$ cat config.mk
export PLATFORM = sky130hd
export DESIGN_NAME = letter_sequencer_flat
export DESIGN_NICKNAME = d
export VERILOG_FILES = /design/src/rtl/letter_sequencer_if.sv /design/src/rtl/letter_sequencer.sv /design/src/flat_wrapper.sv
export SDC_FILE = /design/constraint.sdc
export NUM_CORES = 1
export LEC_CHECK = 0
export CORE_UTILIZATION = 50
export DETAILED_ROUTE_END_ITERATION = 8
export PLACE_DENSITY = 0.77
export REMOVE_ABC_BUFFERS = 1
export SLEW_MARGIN = 20
export SYNTH_ARGS = -nofsm -noshare
export SYNTH_HDL_FRONTEND = slang
export SYNTH_SLANG_ARGS = --single-unit
$ cat constraint.sdc
create_clock -name CLOCK_50 -period 2.4 [get_ports CLOCK_50]
set_input_delay 0.48 -clock CLOCK_50 [delete_from_list [all_inputs] [get_ports CLOCK_50]]
set_output_delay 0.48 -clock CLOCK_50 [all_outputs]
set_load 0.02 [all_outputs]
$ cat src/rtl/letter_sequencer_if.sv
// Board-side signal bundle for the letter sequencer: run/step controls in,
// letter code and status toward the 7-segment decoder out.
interface letter_sequencer_if;
  logic       run;
  logic       step;
  logic [3:0] code;
  logic       blank;
  logic [3:0] idx;
  logic       wrap;

  modport master (
    output run,
    output step,
    input  code,
    input  blank,
    input  idx,
    input  wrap
  );

  modport slave (
    input  run,
    input  step,
    output code,
    output blank,
    output idx,
    output wrap
  );
endinterface

$ cat src/rtl/letter_sequencer.sv
// Steps a 4-bit letter code through a stored message, on a prescaled tick or a
// synchronised button press; tick-to-code 1 cycle, step pin-to-code 4 cycles.
module letter_sequencer #(
  parameter int          TICK_DIV = 50_000_000,
  parameter int          MSG_LEN  = 8,
  parameter logic [63:0] MSG      = 64'h0
) (
  input logic               CLOCK_50,
  input logic               reset,
  letter_sequencer_if.slave seq
);

  localparam int             CW        = $clog2(TICK_DIV);
  localparam logic [CW-1:0]  TICK_LAST = CW'(TICK_DIV - 1);
  localparam logic [3:0]     LAST_IDX  = 4'(MSG_LEN - 1);

  typedef enum logic [1:0] {
    IDLE = 2'd0,
    RUN  = 2'd1,
    HOLD = 2'd2
  } state_e;

  state_e        state_q, state_d;
  logic [3:0]    idx_q, idx_d;
  logic [3:0]    code_q, code_d;
  logic          wrap_q, wrap_d;
  logic [CW-1:0] cnt_q, cnt_d;

  logic          step_s1_q, step_s2_q, step_s3_q;
  logic          step_p_q;

  logic          tick;
  logic          adv;

  always_ff @(posedge CLOCK_50) begin
    if (reset) begin
      state_q   <= IDLE;
      idx_q     <= 4'd0;
      code_q    <= MSG[3:0];
      wrap_q    <= 1'b0;
      cnt_q     <= '0;
      step_s1_q <= 1'b0;
      step_s2_q <= 1'b0;
      step_s3_q <= 1'b0;
      step_p_q  <= 1'b0;
    end else begin
      state_q   <= state_d;
      idx_q     <= idx_d;
      code_q    <= code_d;
      wrap_q    <= wrap_d;
      cnt_q     <= cnt_d;
      step_s1_q <= seq.step;
      step_s2_q <= step_s1_q;
      step_s3_q <= step_s2_q;
      // Registered edge pulse: one cycle per press, regardless of hold time.
      step_p_q  <= step_s2_q & ~step_s3_q;
    end
  end

  always_comb begin
    state_d = state_q;
    cnt_d   = '0;
    adv     = 1'b0;
    tick    = (state_q == RUN) && (cnt_q == TICK_LAST);

    case (state_q)
      IDLE: begin
        if (seq.run) begin
          state_d = RUN;
        end else if (step_p_q) begin
          state_d = HOLD;
        end
      end
      RUN: begin
        // Leaving RUN wins over a coincident tick or step.
        if (!seq.run) begin
          state_d = HOLD;
        end else begin
          adv = tick | step_p_q;
          if (!adv) begin
            cnt_d = cnt_q + CW'(1);
          end
        end
      end
      HOLD: begin
        adv = step_p_q;
        if (seq.run) begin
          state_d = RUN;
        end
      end
      default: begin
        state_d = IDLE;
      end
    endcase

    idx_d  = idx_q;
    code_d = code_q;
    wrap_d = 1'b0;
    if (adv) begin
      idx_d  = (idx_q == LAST_IDX) ? 4'd0 : idx_q + 4'd1;
      code_d = MSG[{idx_d, 2'b00} +: 4];
      wrap_d = (idx_q == LAST_IDX);
    end
  end

  assign seq.code  = code_q;
  assign seq.blank = (state_q == IDLE);
  assign seq.idx   = idx_q;
  assign seq.wrap  = wrap_q;

endmodule

$ cat src/flat_wrapper.sv
// flat-port wrapper written by rule: the top's interface ports become plain ports
module letter_sequencer_flat 
#(
  parameter int          TICK_DIV = 50_000_000,
  parameter int          MSG_LEN  = 8,
  parameter logic [63:0] MSG      = 64'h0
)
  (CLOCK_50, reset, seq_run, seq_step, seq_code, seq_blank, seq_idx, seq_wrap);
  letter_sequencer_if seq_i ();
  input logic CLOCK_50;
  input logic reset;
  input wire logic [$bits(seq_i.run)-1:0] seq_run;
  input wire logic [$bits(seq_i.step)-1:0] seq_step;
  output wire logic [$bits(seq_i.code)-1:0] seq_code;
  output wire logic [$bits(seq_i.blank)-1:0] seq_blank;
  output wire logic [$bits(seq_i.idx)-1:0] seq_idx;
  output wire logic [$bits(seq_i.wrap)-1:0] seq_wrap;
  assign seq_i.run = seq_run;
  assign seq_i.step = seq_step;
  assign seq_code = seq_i.code;
  assign seq_blank = seq_i.blank;
  assign seq_idx = seq_i.idx;
  assign seq_wrap = seq_i.wrap;
  letter_sequencer #(.TICK_DIV(TICK_DIV), .MSG_LEN(MSG_LEN), .MSG(MSG)) u_core (.CLOCK_50(CLOCK_50), .reset(reset), .seq(seq_i));
endmodule
==> metrics <==
worst hold stages=1; fin cells=265; Antenna Nets Post-Route=0; Area Growth Syn to Fin=9.81%; via count of the first global-routing pass=1,283; clk_skew=0.00296 ns; gr ovfl total=0; I/O pin total=14; most frequent cells in the layout=37 x dfxtp_1, 17 x nor2_1, 15 x nand3_1, 14 x a21oi_1, 12 x nand2_1; IO buf count=9; max-slew violation count=0; fmax=440 MHz; net switching power=0.000321 W; Avg Inst Size Synth=8.75 um^2; Post-CTS Setup Bufs=0; critical path fanouts, max=5; Worst R2R Path Depth=6; Cell Area, Synth=1810 um^2; WP data arrival=2.55 ns; Clock Power Share=28.3%; Final #Nets=227; layout cells sized above 1=8.68%; synthesized flop and latch total=37; First-pass DRT Iterations=4; drt via density=5.56; unrepaired setup endpoints after global routing=false; Leakage Power=0.639 nW; row cnt=21; routability-driven placement congestion ratio=0.853; crit path time final=2.27 ns; Worst-Skew Late Latency=0.34 ns; WS Path Type=reg -> reg; Clock Path Buffers=2; final hold vios=0; setup violators final=0; largest net degree at the start of global routing=17; Hold Buf Count CTS=0; Worst setup SP type=register; CTS tree=done; Cell variety after synth=42; Max-cap violations=0; register clock-pin slew on the reported worst setup and hold paths=0.11 ns; final design utilization=58.7%; Hold WC Path Type=reg -> reg; WP data required=2.67 ns; Comb pwr share=15.6%; setup_tns=0 ns; synth warn=0; initial antenna violation count=0; clock sink count=37; met2 usage=27.7%; Post-Synthesis Cells=207; setup ws final=0.127 ns; post-cts resize count=0; DR DRC count=0; Async SR Flop Fraction=0%; CTS root buf=clkbuf_4; cts bufs inserted=5; Initial Util=53.4%; switching share of power=28.2%; result of the run=finished, final reports clean; average wire per standard cell=12.5 um; Int Pwr=0.000819 W; H-tree depth=2; Post-synth top flop=dfxtp_1; most common cell after layout, fill and taps aside=dfxtp_1; die footprint=3870 um^2; first-pass GRT wire length=5.74 mm; via count=1,473; Core Box Area=3390 um^2; initial DRC count=57; Die Wd=62.2 um; Worst VDD drop=0.000422 V; EDFF count, synth=0; Setup WS pre-CTS=0.161 ns; Die Y=62.2 um; final wirelength=3.30 mm; total global-route track usage=18.9%; PwrDens=574 nW/um^2; Tcrit/Tclk final=94.7%; sequential share of power=56.1%; Critical Path End Type=register; busiest layer in global routing=met2; n_diodes=0; DP Cell Count=257; met3 Track Usage GR=6.62%; sequential area share after synthesis=40.9%; DP HPWL=2.40 mm; routing usage on met1=24.7%
state kept, by name (all words and copies together) (netlist names):
signal            cells
u_core.cnt_q         26
u_core.seq.idx        4
u_core.state_q        2
u_core.seq.wrap       1
u_core.step_p_q       1
u_core.step_s1_q      1
u_core.step_s2_q      1
u_core.step_s3_q      1
synthesized netlist by cell type (3+ instances only):
| cell | count | area (um^2) |
|---|---|---|
| inv_1 | 6 | 22.5 |
| nand3_1 | 15 | 75.1 |
| ha_1 | 5 | 62.6 |
| o31ai_1 | 5 | 37.5 |
| xnor2_1 | 4 | 35.0 |
| or3_1 | 9 | 56.3 |
| a21oi_1 | 14 | 70.1 |
| clkbuf_1 | 6 | 22.5 |
| dfxtp_1 | 37 | 741 |
| nor2_1 | 17 | 63.8 |
| nand4_1 | 11 | 68.8 |
| buf_4 | 4 | 30.0 |
| nor2b_1 | 5 | 31.3 |
| mux2i_1 | 3 | 30.0 |
| nand2_1 | 12 | 45.0 |
| o21ai_0 | 10 | 50.1 |
| or4_1 | 5 | 37.5 |
| xor2_1 | 7 | 61.3 |
worst paths after layout:
check / start / to / slack (ns)
worst max register to register: u_core.state_q[1]$_SDFFE_PP0P_ / u_core.seq.wrap$_SDFF_PP0_ / 0.13
worst min register to register: u_core.step_s3_q$_SDFF_PP0_ / u_core.step_p_q$_SDFF_PP0_ / 0.39
worst min-delay path: u_core.step_s3_q$_SDFF_PP0_ / u_core.step_p_q$_SDFF_PP0_ / 0.39
worst max-delay path: u_core.state_q[1]$_SDFFE_PP0P_ / u_core.seq.wrap$_SDFF_PP0_ / 0.13
cell families (layout without fill, tap and decap cells):
family | count (synthesis) | after routing | share of synthesized area (%)
muxes | 3 | 3 | 1.66
xor gates and xnor gates | 11 | 11 | 5.32
DFF | 37 | 37 | 40.9
buffers and inverters | 18 | 27 | 4.70
AOI/OAI and AO/OA | 38 | 38 | 13.2
other | 1 | 4 | 0.207
and+or+nand+nor | 94 | 94 | 30.5
adders and majority gates | 5 | 5 | 3.46
worst max-delay path, stage by stage, from the launching register on:
cell and delay, ns:
dfxtp_1 0.34, inv_1 0.15, ha_1 0.25, or4b_4 0.48, or4_4 0.55, o21a_4 0.24, nor4_4 0.19
final cells by class:
class	instances	area [um^2]
Clock buffer	6	41.3
Fill cell	302	1400
Sequential cell	37	741
Clock inverter	2	10.0
Tap cell	46	57.6
Multi-Input combinational cell	155	996
Inverter	6	22.5
Timing Repair Buffer	13	120
power by group through the flow:
stage	clock network [W]	logic (W)	registers, W
3_3_place_gp	0	0.000175	0.000652
3_5_place_dp	0	0.000177	0.000654
6_report	0.000323	0.000178	0.000640
4_1_cts	0.000332	0.000178	0.000640
5_1_grt	0.000364	0.000197	0.000642
2_1_floorplan	0	0.000126	0.000651
metrics by stage:
step	hold slack, ns	instance area, um^2	total power (W)
after floorplan	0.367	1760	0.000777
after global placement	0.369	1940	0.000827
after detailed placement	0.376	1940	0.000831
after CTS	0.392	1990	0.00115
after global routing	0.409	1990	0.00120
final	0.393	1990	0.00114
layer usage:
layer	part of all wire, %	wire (um)
met1	52	1700
met2	42	1400
met3	4.5	150
met4	1.4	45
met5	0	0
Power figures use the tool's default switching activity.
